$ cat src/rtl/xcoef_pkg.sv
// -----------------------------------------------------------------------------
// xcoef_pkg
// Shared DSP definitions for the crosstalk-coefficient path.
//   COEF_ONE        : Q1.15 value closest to +1.0
//   COEF_IDENTITY   : complex element (+1.0, j0) packed as {real, imag}
//   COEF_*_LSB      : coefficient field slice positions (real [31:16], imag [15:0])
//   state_e         : control FSM states of the coefficient loader
// -----------------------------------------------------------------------------
package xcoef_pkg;

  localparam int COEF_W       = 32;
  localparam int COEF_FIELD_W = 16;
  localparam int COEF_RE_LSB  = 16;  // real part occupies [31:16]
  localparam int COEF_IM_LSB  = 0;   // imaginary part occupies [15:0]

  localparam logic [COEF_FIELD_W-1:0] COEF_ONE  = 16'h7FFF;
  localparam logic [COEF_FIELD_W-1:0] COEF_ZERO = 16'h0000;

  localparam logic [COEF_W-1:0] COEF_IDENTITY =
      (COEF_W'(COEF_ONE)  << COEF_RE_LSB) |
      (COEF_W'(COEF_ZERO) << COEF_IM_LSB);

  typedef enum logic [1:0] {
    IDLE  = 2'd0,
    ARMED = 2'd1,
    APPLY = 2'd2
  } state_e;

  // Identity-matrix element (i,j): +1.0 on the diagonal, zero elsewhere.
  function automatic logic [COEF_W-1:0] ident_elem(input int i, input int j);
    return (i == j) ? COEF_IDENTITY : '0;
  endfunction

endpackage

$ cat src/rtl/xcoef_bank.sv
// -----------------------------------------------------------------------------
// xcoef_bank
// NDAC x NDAC matrix of 32-bit complex coefficients held in flops.
// Ports:
//   clk, rstn      : clock, asynchronous active-low reset (loads identity)
//   we_i           : single-element write enable, addressed by row_i/col_i
//   row_i, col_i   : element address for we_i (caller guarantees range)
//   data_i         : element write data
//   ident_i        : load identity into every element (highest priority)
//   load_i         : parallel load of the whole matrix from load_data_i
//   load_data_i    : flat matrix, element (i,j) at [(i*NDAC+j)*32 +: 32]
//   data_o         : flat matrix contents, same layout
// -----------------------------------------------------------------------------
module xcoef_bank
  import xcoef_pkg::*;
#(
  parameter int NDAC = 4
) (
  input  logic                       clk,
  input  logic                       rstn,
  input  logic                       we_i,
  input  logic [3:0]                 row_i,
  input  logic [3:0]                 col_i,
  input  logic [31:0]                data_i,
  input  logic                       ident_i,
  input  logic                       load_i,
  input  logic [NDAC*NDAC*32-1:0]    load_data_i,
  output logic [NDAC*NDAC*32-1:0]    data_o
);

  for (genvar gi = 0; gi < NDAC; gi++) begin : g_row
    for (genvar gj = 0; gj < NDAC; gj++) begin : g_col
      localparam int IDX = gi * NDAC + gj;

      logic [31:0] elem_q;

      always_ff @(posedge clk or negedge rstn) begin
        if (!rstn) begin
          elem_q <= ident_elem(gi, gj);
        end else if (ident_i) begin
          elem_q <= ident_elem(gi, gj);
        end else if (load_i) begin
          elem_q <= load_data_i[IDX*32 +: 32];
        end else if (we_i && (row_i == 4'(gi)) && (col_i == 4'(gj))) begin
          elem_q <= data_i;
        end
      end

      assign data_o[IDX*32 +: 32] = elem_q;
    end
  end

endmodule

$ cat src/rtl/xcoef_loader.sv
// -----------------------------------------------------------------------------
// xcoef_loader
// Crosstalk-coefficient loader feeding the complex multiply-add stage.
// Host writes land in a shadow matrix; a commit arms a transfer that copies
// the whole shadow matrix into the active bank in a single edge, one cycle
// after the next frame-boundary strobe.
// Ports:
//   clk, rstn              : DSP clock, asynchronous active-low reset
//   wr_valid/wr_ready      : coefficient write handshake
//   wr_row, wr_col, wr_data: write address and {real, imag} Q1.15 data
//   commit                 : arm a shadow->active transfer (sampled in IDLE)
//   clear                  : reload identity into the shadow (IDLE only)
//   frame_stb              : frame boundary; only point the active bank moves
//   coef                   : active matrix, element (i,j) at [(i*NDAC+j)*32 +: 32]
//   commit_done            : one-cycle pulse after the active bank changed
//   armed                  : a commit is pending
//   cfg_gen                : number of applied commits (wraps)
//   addr_err               : sticky out-of-range write flag
//   rd_row, rd_col, rd_data: registered readback of the active bank
// -----------------------------------------------------------------------------
module xcoef_loader
  import xcoef_pkg::*;
#(
  parameter int NDAC = 4
) (
  input  logic                       clk,
  input  logic                       rstn,
  input  logic                       wr_valid,
  output logic                       wr_ready,
  input  logic [3:0]                 wr_row,
  input  logic [3:0]                 wr_col,
  input  logic [31:0]                wr_data,
  input  logic                       commit,
  input  logic                       clear,
  input  logic                       frame_stb,
  output logic [NDAC*NDAC*32-1:0]    coef,
  output logic                       commit_done,
  output logic                       armed,
  output logic [7:0]                 cfg_gen,
  output logic                       addr_err,
  input  logic [3:0]                 rd_row,
  input  logic [3:0]                 rd_col,
  output logic [31:0]                rd_data
);

  localparam int NE   = NDAC * NDAC;
  localparam int IDXW = (NE > 1) ? $clog2(NE) : 1;

  state_e state_q, state_d;

  logic        commit_done_q;
  logic [7:0]  cfg_gen_q;
  logic        addr_err_q;
  logic [31:0] rd_data_q;

  logic                 wr_accept;
  logic                 wr_in_range;
  logic                 clear_en;
  logic                 shadow_we;
  logic                 apply;
  logic [NE*32-1:0]     shadow_flat;
  logic [NE*32-1:0]     active_flat;

  // Row/col compared on 5 bits so NDAC = 16 still works.
  assign wr_in_range = ({1'b0, wr_row} < 5'(NDAC)) && ({1'b0, wr_col} < 5'(NDAC));
  assign wr_accept   = wr_valid && wr_ready;
  assign clear_en    = clear && (state_q == IDLE);
  // Clear overrides a simultaneous write; the write is still checked for range.
  assign shadow_we   = wr_accept && wr_in_range && !clear_en;
  assign apply       = (state_q == APPLY);

  // ---------------------------------------------------------------------------
  // Control FSM
  // ---------------------------------------------------------------------------
  always_ff @(posedge clk or negedge rstn) begin
    if (!rstn) begin
      state_q <= IDLE;
    end else begin
      state_q <= state_d;
    end
  end

  always_comb begin
    state_d = state_q;
    case (state_q)
      IDLE:    if (commit)    state_d = ARMED;
      // frame_stb on the arming cycle itself is seen while still IDLE, so
      // the apply naturally waits for the following strobe.
      ARMED:   if (frame_stb) state_d = APPLY;
      APPLY:                  state_d = IDLE;
      default:                state_d = IDLE;
    endcase
  end

  assign wr_ready = (state_q == IDLE);
  assign armed    = (state_q != IDLE);

  // ---------------------------------------------------------------------------
  // Coefficient banks
  // ---------------------------------------------------------------------------
  xcoef_bank #(.NDAC(NDAC)) u_shadow (
    .clk         (clk),
    .rstn        (rstn),
    .we_i        (shadow_we),
    .row_i       (wr_row),
    .col_i       (wr_col),
    .data_i      (wr_data),
    .ident_i     (clear_en),
    .load_i      (1'b0),
    .load_data_i ('0),
    .data_o      (shadow_flat)
  );

  xcoef_bank #(.NDAC(NDAC)) u_active (
    .clk         (clk),
    .rstn        (rstn),
    .we_i        (1'b0),
    .row_i       (4'd0),
    .col_i       (4'd0),
    .data_i      (32'd0),
    .ident_i     (1'b0),
    .load_i      (apply),
    .load_data_i (shadow_flat),
    .data_o      (active_flat)
  );

  assign coef = active_flat;

  // ---------------------------------------------------------------------------
  // Flags and commit counter
  // ---------------------------------------------------------------------------
  always_ff @(posedge clk or negedge rstn) begin
    if (!rstn) begin
      commit_done_q <= 1'b0;
      cfg_gen_q     <= 8'd0;
      addr_err_q    <= 1'b0;
    end else begin
      commit_done_q <= apply;
      if (apply) begin
        cfg_gen_q <= cfg_gen_q + 8'd1;
      end
      if (wr_accept && !wr_in_range) begin
        addr_err_q <= 1'b1;
      end
    end
  end

  assign commit_done = commit_done_q;
  assign cfg_gen     = cfg_gen_q;
  assign addr_err    = addr_err_q;

  // ---------------------------------------------------------------------------
  // Readback of the active bank
  // ---------------------------------------------------------------------------
  logic [31:0]     active_arr [NE];
  logic            rd_in_range;
  logic [IDXW-1:0] rd_idx;
  logic [31:0]     rd_data_d;

  for (genvar gi = 0; gi < NE; gi++) begin : g_rd
    assign active_arr[gi] = active_flat[gi*32 +: 32];
  end

  assign rd_in_range = ({1'b0, rd_row} < 5'(NDAC)) && ({1'b0, rd_col} < 5'(NDAC));
  assign rd_idx      = IDXW'(int'(rd_row) * NDAC + int'(rd_col));

  always_comb begin
    rd_data_d = '0;
    if (rd_in_range) begin
      rd_data_d = active_arr[rd_idx];
    end
  end

  always_ff @(posedge clk or negedge rstn) begin
    if (!rstn) begin
      rd_data_q <= '0;
    end else begin
      rd_data_q <= rd_data_d;
    end
  end

  assign rd_data = rd_data_q;

endmodule

$ cat config.mk
export PLATFORM = sky130hd
export DESIGN_NAME = xcoef_loader
export DESIGN_NICKNAME = d
export VERILOG_FILES = /design/src/rtl/xcoef_pkg.sv /design/src/rtl/xcoef_bank.sv /design/src/rtl/xcoef_loader.sv
export SDC_FILE = /design/constraint.sdc
export NUM_CORES = 2
export LEC_CHECK = 0
export CAP_MARGIN = 20
export CORE_MARGIN = 1.5
export CORE_UTILIZATION = 39
export DETAILED_ROUTE_END_ITERATION = 8
export MAX_ROUTING_LAYER = met4
export PLACE_DENSITY = 0.59
export SLEW_MARGIN = 20
export SYNTH_ARGS = -nofsm -noshare
export SYNTH_HDL_FRONTEND = slang
export SYNTH_SLANG_ARGS = --single-unit
$ cat constraint.sdc
create_clock -name clk -period 2.1 [get_ports clk]
set_input_delay 0.21 -clock clk [delete_from_list [all_inputs] [get_ports clk]]
set_output_delay 0.21 -clock clk [all_outputs]
set_load 0.05 [all_outputs]
==> Implementation_results.wiki <==
{| class="wikitable"
! Metric !! Value
|-
| Final cell utilization of the core || around half
|-
| Wire length after detailed routing || ~150,000 um
|-
| Clk slew on worst S/H paths || 0.06 ns
|-
| Clock network fraction of total power || a little under half
|-
| Buffer type at the clock tree root || clkbuf_16
|-
| Largest voltage drop on the vdd net || 771 uV
|-
| Yosys warns || 0
|-
| Setup repair after global routing missed its margin || yes
|-
| Part of the power in combinational logic || under 10%
|-
| Final hold vios || 0
|-
| Arrival time of the worst setup path || 2.73 ns
|-
| Overall fraction of global-route tracks in use || 26.1%
|-
| Tightest slew margin relative to the limit || between 50% and 60%
|-
| Final weighted congestion in routability-driven placement || around 0.8
|-
| Initial cell density of the core || 39.2%
|-
| List of most frequent post-synthesis cells || 948 x dfrtp_1, 513 x mux2_2, 455 x mux2i_1
|-
| Growth of design area from synthesis to finish || 31.1%
|-
| Worst slack after detailed placement || -0.412 ns
|-
| Sequential Power Share || 45.0%
|-
| Finish-stage setup viols || 4
|-
| Critical path capture point type || flop
|-
| Clk_lat worst skew || 0.72 ns
|-
| Detailed-route via count || 31,100
|-
| Delay of the slowest critical-path stage || approximately 0.45 ns
|-
| Mapped Nets || around 3,400
|-
| Count of cell types in the netlist || 46
|-
| Largest net degree at the start of global routing || 104
|-
| WP buf/inv || 4
|-
| DR iter-0 viols || about 2,100
|-
| Final critical-path required period || 2.11 ns
|-
| Sequential fraction of the synthesis area || between 50% and 60%
|-
| Share of cells above drive strength 1 || a little under a third
|-
| CP max-delay cell || dfrtp_2
|-
| Final slew viol count || 0
|-
| Critical path cell sequence || or3b_4 > buf_6 > nor4b_4 > buf_6 > buf_12 > clkbuf_16 > nand3_1 > a21oi_1
|-
| Setup WS post-layout || -0.0117 ns
|-
| Final clock skew || roughly 0.018 ns
|-
| Nature of the critical path startpoint || flop
|-
| DR DRC count || 0
|-
| Fin nets || around 4,200
|-
| Vias in the first global route || 31,800
|-
| Final clock period utilization by the worst path || 101%
|-
| Largest area contributor in the synthesized netlist || dfrtp_1
|-
| Static power due to leakage || 30.9 nW
|-
| DR pass1 iterations || 8
|-
| Actual slew at the worst max-slew pin || 0.686 ns
|-
| Top-level port count || 610
|-
| Amount of wire on met2 after detailed routing || 70,900 um
|-
| Number of flops mapped to enable cells by yosys || 0
|-
| Synth Cell Area || 45,500 um^2
|-
| Synthesized area divided by synthesized cell count || 13.5 um^2
|-
| Design internal power || 0.0348 W
|-
| Mean number of vias per cell || around 5.4
|-
| Cells after Synth || 3,364
|-
| Antenna violations before repair || 11
|-
| Maximum fanout count along the critical path || 16
|-
| Top cells by area in the synthesized netlist || dfrtp_1 52%, mux2_2 13%, mux2i_1 10%
|-
| Result of the run || finished, violations left
|-
| Residual antenna-violating net count after detailed routing || 0
|-
| Switch share || 24.9%
|-
| Dominant cell by count in the synthesized netlist || dfrtp_1
|-
| X dimension of the die || 345 um
|-
| Amount of wire on met3 after detailed routing || 9140 um
|-
| Max layer used || met4
|-
| Leading register cell type out of synthesis || dfrtp_1
|-
| Clock tree from TritonCTS || done
|-
| Height of the die || approximately 340 um
|-
| Final hold slack || 0.0997 ns
|-
| Wire length on met1 || 69,400 um
|-
| Count of standard-cell rows || 125
|-
| Violations in the final reports || negative setup slack
|-
| Net switching power figure || 0.0116 W
|-
| Maximum operating frequency || around 470 MHz
|-
| Seq cells post-synth || ~1,100
|-
| Global-route congestion overflow total || 0
|-
| Clock buffers created by TritonCTS || 115
|-
| Proportion of netlist area held by the largest area contributor || a little over half
|-
| Count of maximum capacitance violations || 0
|-
| Wire length of the first global-routing pass || around 220,000 um
|-
| Final routed wire length divided by cell count || 26.5 um
|-
| Post-detail-place hpwl || around 110,000 um
|-
| Maximum level of the CTS H-tree || 3
|-
| Critical Path RT || 2.72 ns
|-
| Proportion of register bits with asynchronous set or reset after synthesis || 100%
|-
| PwrDens || 778 nW/um^2
|-
| IO buf count || 609
|-
| Type of the worst min-delay path || in2reg
|-
| Clock sink count || about 1,100
|-
| Cell repeated most along the worst path || buf_6
|-
| Top Family by Delay on Critical Path || simple AND/OR/NAND/NOR gates
|-
| Die footprint || 119,000 um^2
|-
| Core ar. || 116,000 um^2
|-
| Longest Clk Path Bufs || 3
|-
| Crit path kind || reg2reg
|}
flip-flops by register name (all words and copies together) (netlist names):
register,count
addr_err,1
cfg_gen,8
commit_done,1
rd_data,32
state_q,2
u_active.g_row.g_col.elem_q,512
u_shadow.g_row.g_col.elem_q,512
cells by family after synthesis:
group                      share of synthesized area (%)
muxes                                               28.7
DFF                                                 59.0
and+or+nand+nor                                     6.00
AOI/OAI and AO/OA                                   3.27
buffers and inverters                               2.77
xor gates and xnor gates                           0.173
adders and majority gates                         0.0549
worst reg2reg max path, delay by kind of cell, from the launching register on:
family | cells | cell delay, ns
compound gates | 1 | 0.14
buf+inv | 4 | 0.65
flops | 1 | 0.45
simple gates | 3 | 0.81
path summary, 6_finish.rpt:
check                            from                                    end  slack, ns  cells after the start
hold reg to reg            cfg_gen[7]                             cfg_gen[7]       0.48                      1
hold / removal              frame_stb                             state_q[1]        0.1                      3
max in group asynchronous        rstn   u_shadow.g_row[2].g_col[2].elem_q[9]       0.31                      4
setup reg to reg           state_q[1]   u_shadow.g_row[1].g_col[1].elem_q[2]      -0.01                      8
setup / recovery           state_q[1]   u_shadow.g_row[1].g_col[1].elem_q[2]      -0.01                      8
min in group asynchronous        rstn  u_shadow.g_row[1].g_col[1].elem_q[14]       0.55                      3
per-stage QoR:
| stage | total power (W) | instances | cell area, um^2 | TNS [ns] |
|---|---|---|---|---|
| final | 0.0464 | 5747 | 59700 | -0.0266 |
| after global routing | 0.0480 | 5746 | 59700 | -2.30 |
| after CTS | 0.0469 | 5731 | 59300 | -0.0109 |
| after detailed placement | 0.0258 | 5509 | 56000 | -110.68 |
| after global placement | 0.0258 | 5509 | 56000 | -101.05 |
| after floorplan | 0.0234 | 3364 | 45500 | 0 |
cell usage in the layout, fill, tap and decap left out, drive strengths merged, types with 10 or more instances in the layout:
| cell type | netlist | routed |
|---|---|---|
| a21oi | 113 | 113 |
| buf | 108 | 325 |
| bufinv | 0 | 10 |
| clkbuf | 168 | 180 |
| clkdlybuf4s50 | 0 | 64 |
| clkinv | 0 | 22 |
| dfrtp | 948 | 948 |
| dfstp | 120 | 120 |
| diode | 0 | 10 |
| dlygate4sd2 | 0 | 507 |
| mux2 | 513 | 513 |
| mux2i | 455 | 455 |
| mux4 | 122 | 122 |
| nand2 | 375 | 375 |
| nand3 | 163 | 163 |
| nor2 | 66 | 66 |
| o21ai | 128 | 128 |
| o22ai | 29 | 29 |
timing repair:
item                                   CTS  global route
setup endpoints to repair              513           116
gates cloned                             0             3
hold buffers                             3             0
pin swaps                                1            20
setup buffers                            1             3
endpoints found under the hold margin  368             0
gates resized for setup                515            54
power groups by stage:
stage,sequential (W),combinational [W],clock [W]
finish,0.0209,0.00449,0.0210
global route,0.0209,0.00478,0.0223
global placement,0.0213,0.00453,0
detailed placement,0.0213,0.00453,0
floorplan,0.0216,0.00177,0
CTS,0.0209,0.00449,0.0215
cell type report:
| cell class | count | area [um^2] |
|---|---|---|
| inverters | 4 | 17.5 |
| diodes | 10 | 25.0 |
| flip-flops and latches | 1068 | 26900 |
| fillers | 10200 | 56300 |
| repair buffers | 907 | 9150 |
| clock inverters | 41 | 505 |
| multi-input cells | 2016 | 17800 |
| well taps | 1524 | 1910 |
| clock buffers | 177 | 3420 |
metal layers:
metal  vias to the layer above  GRT usage [%]
met3                       173           4.93
met4                         0           6.22
met2                       938           39.6
li1                      13500              -
met1                     16500           36.3
met5                         -              -
Power figures use the tool's default switching activity.
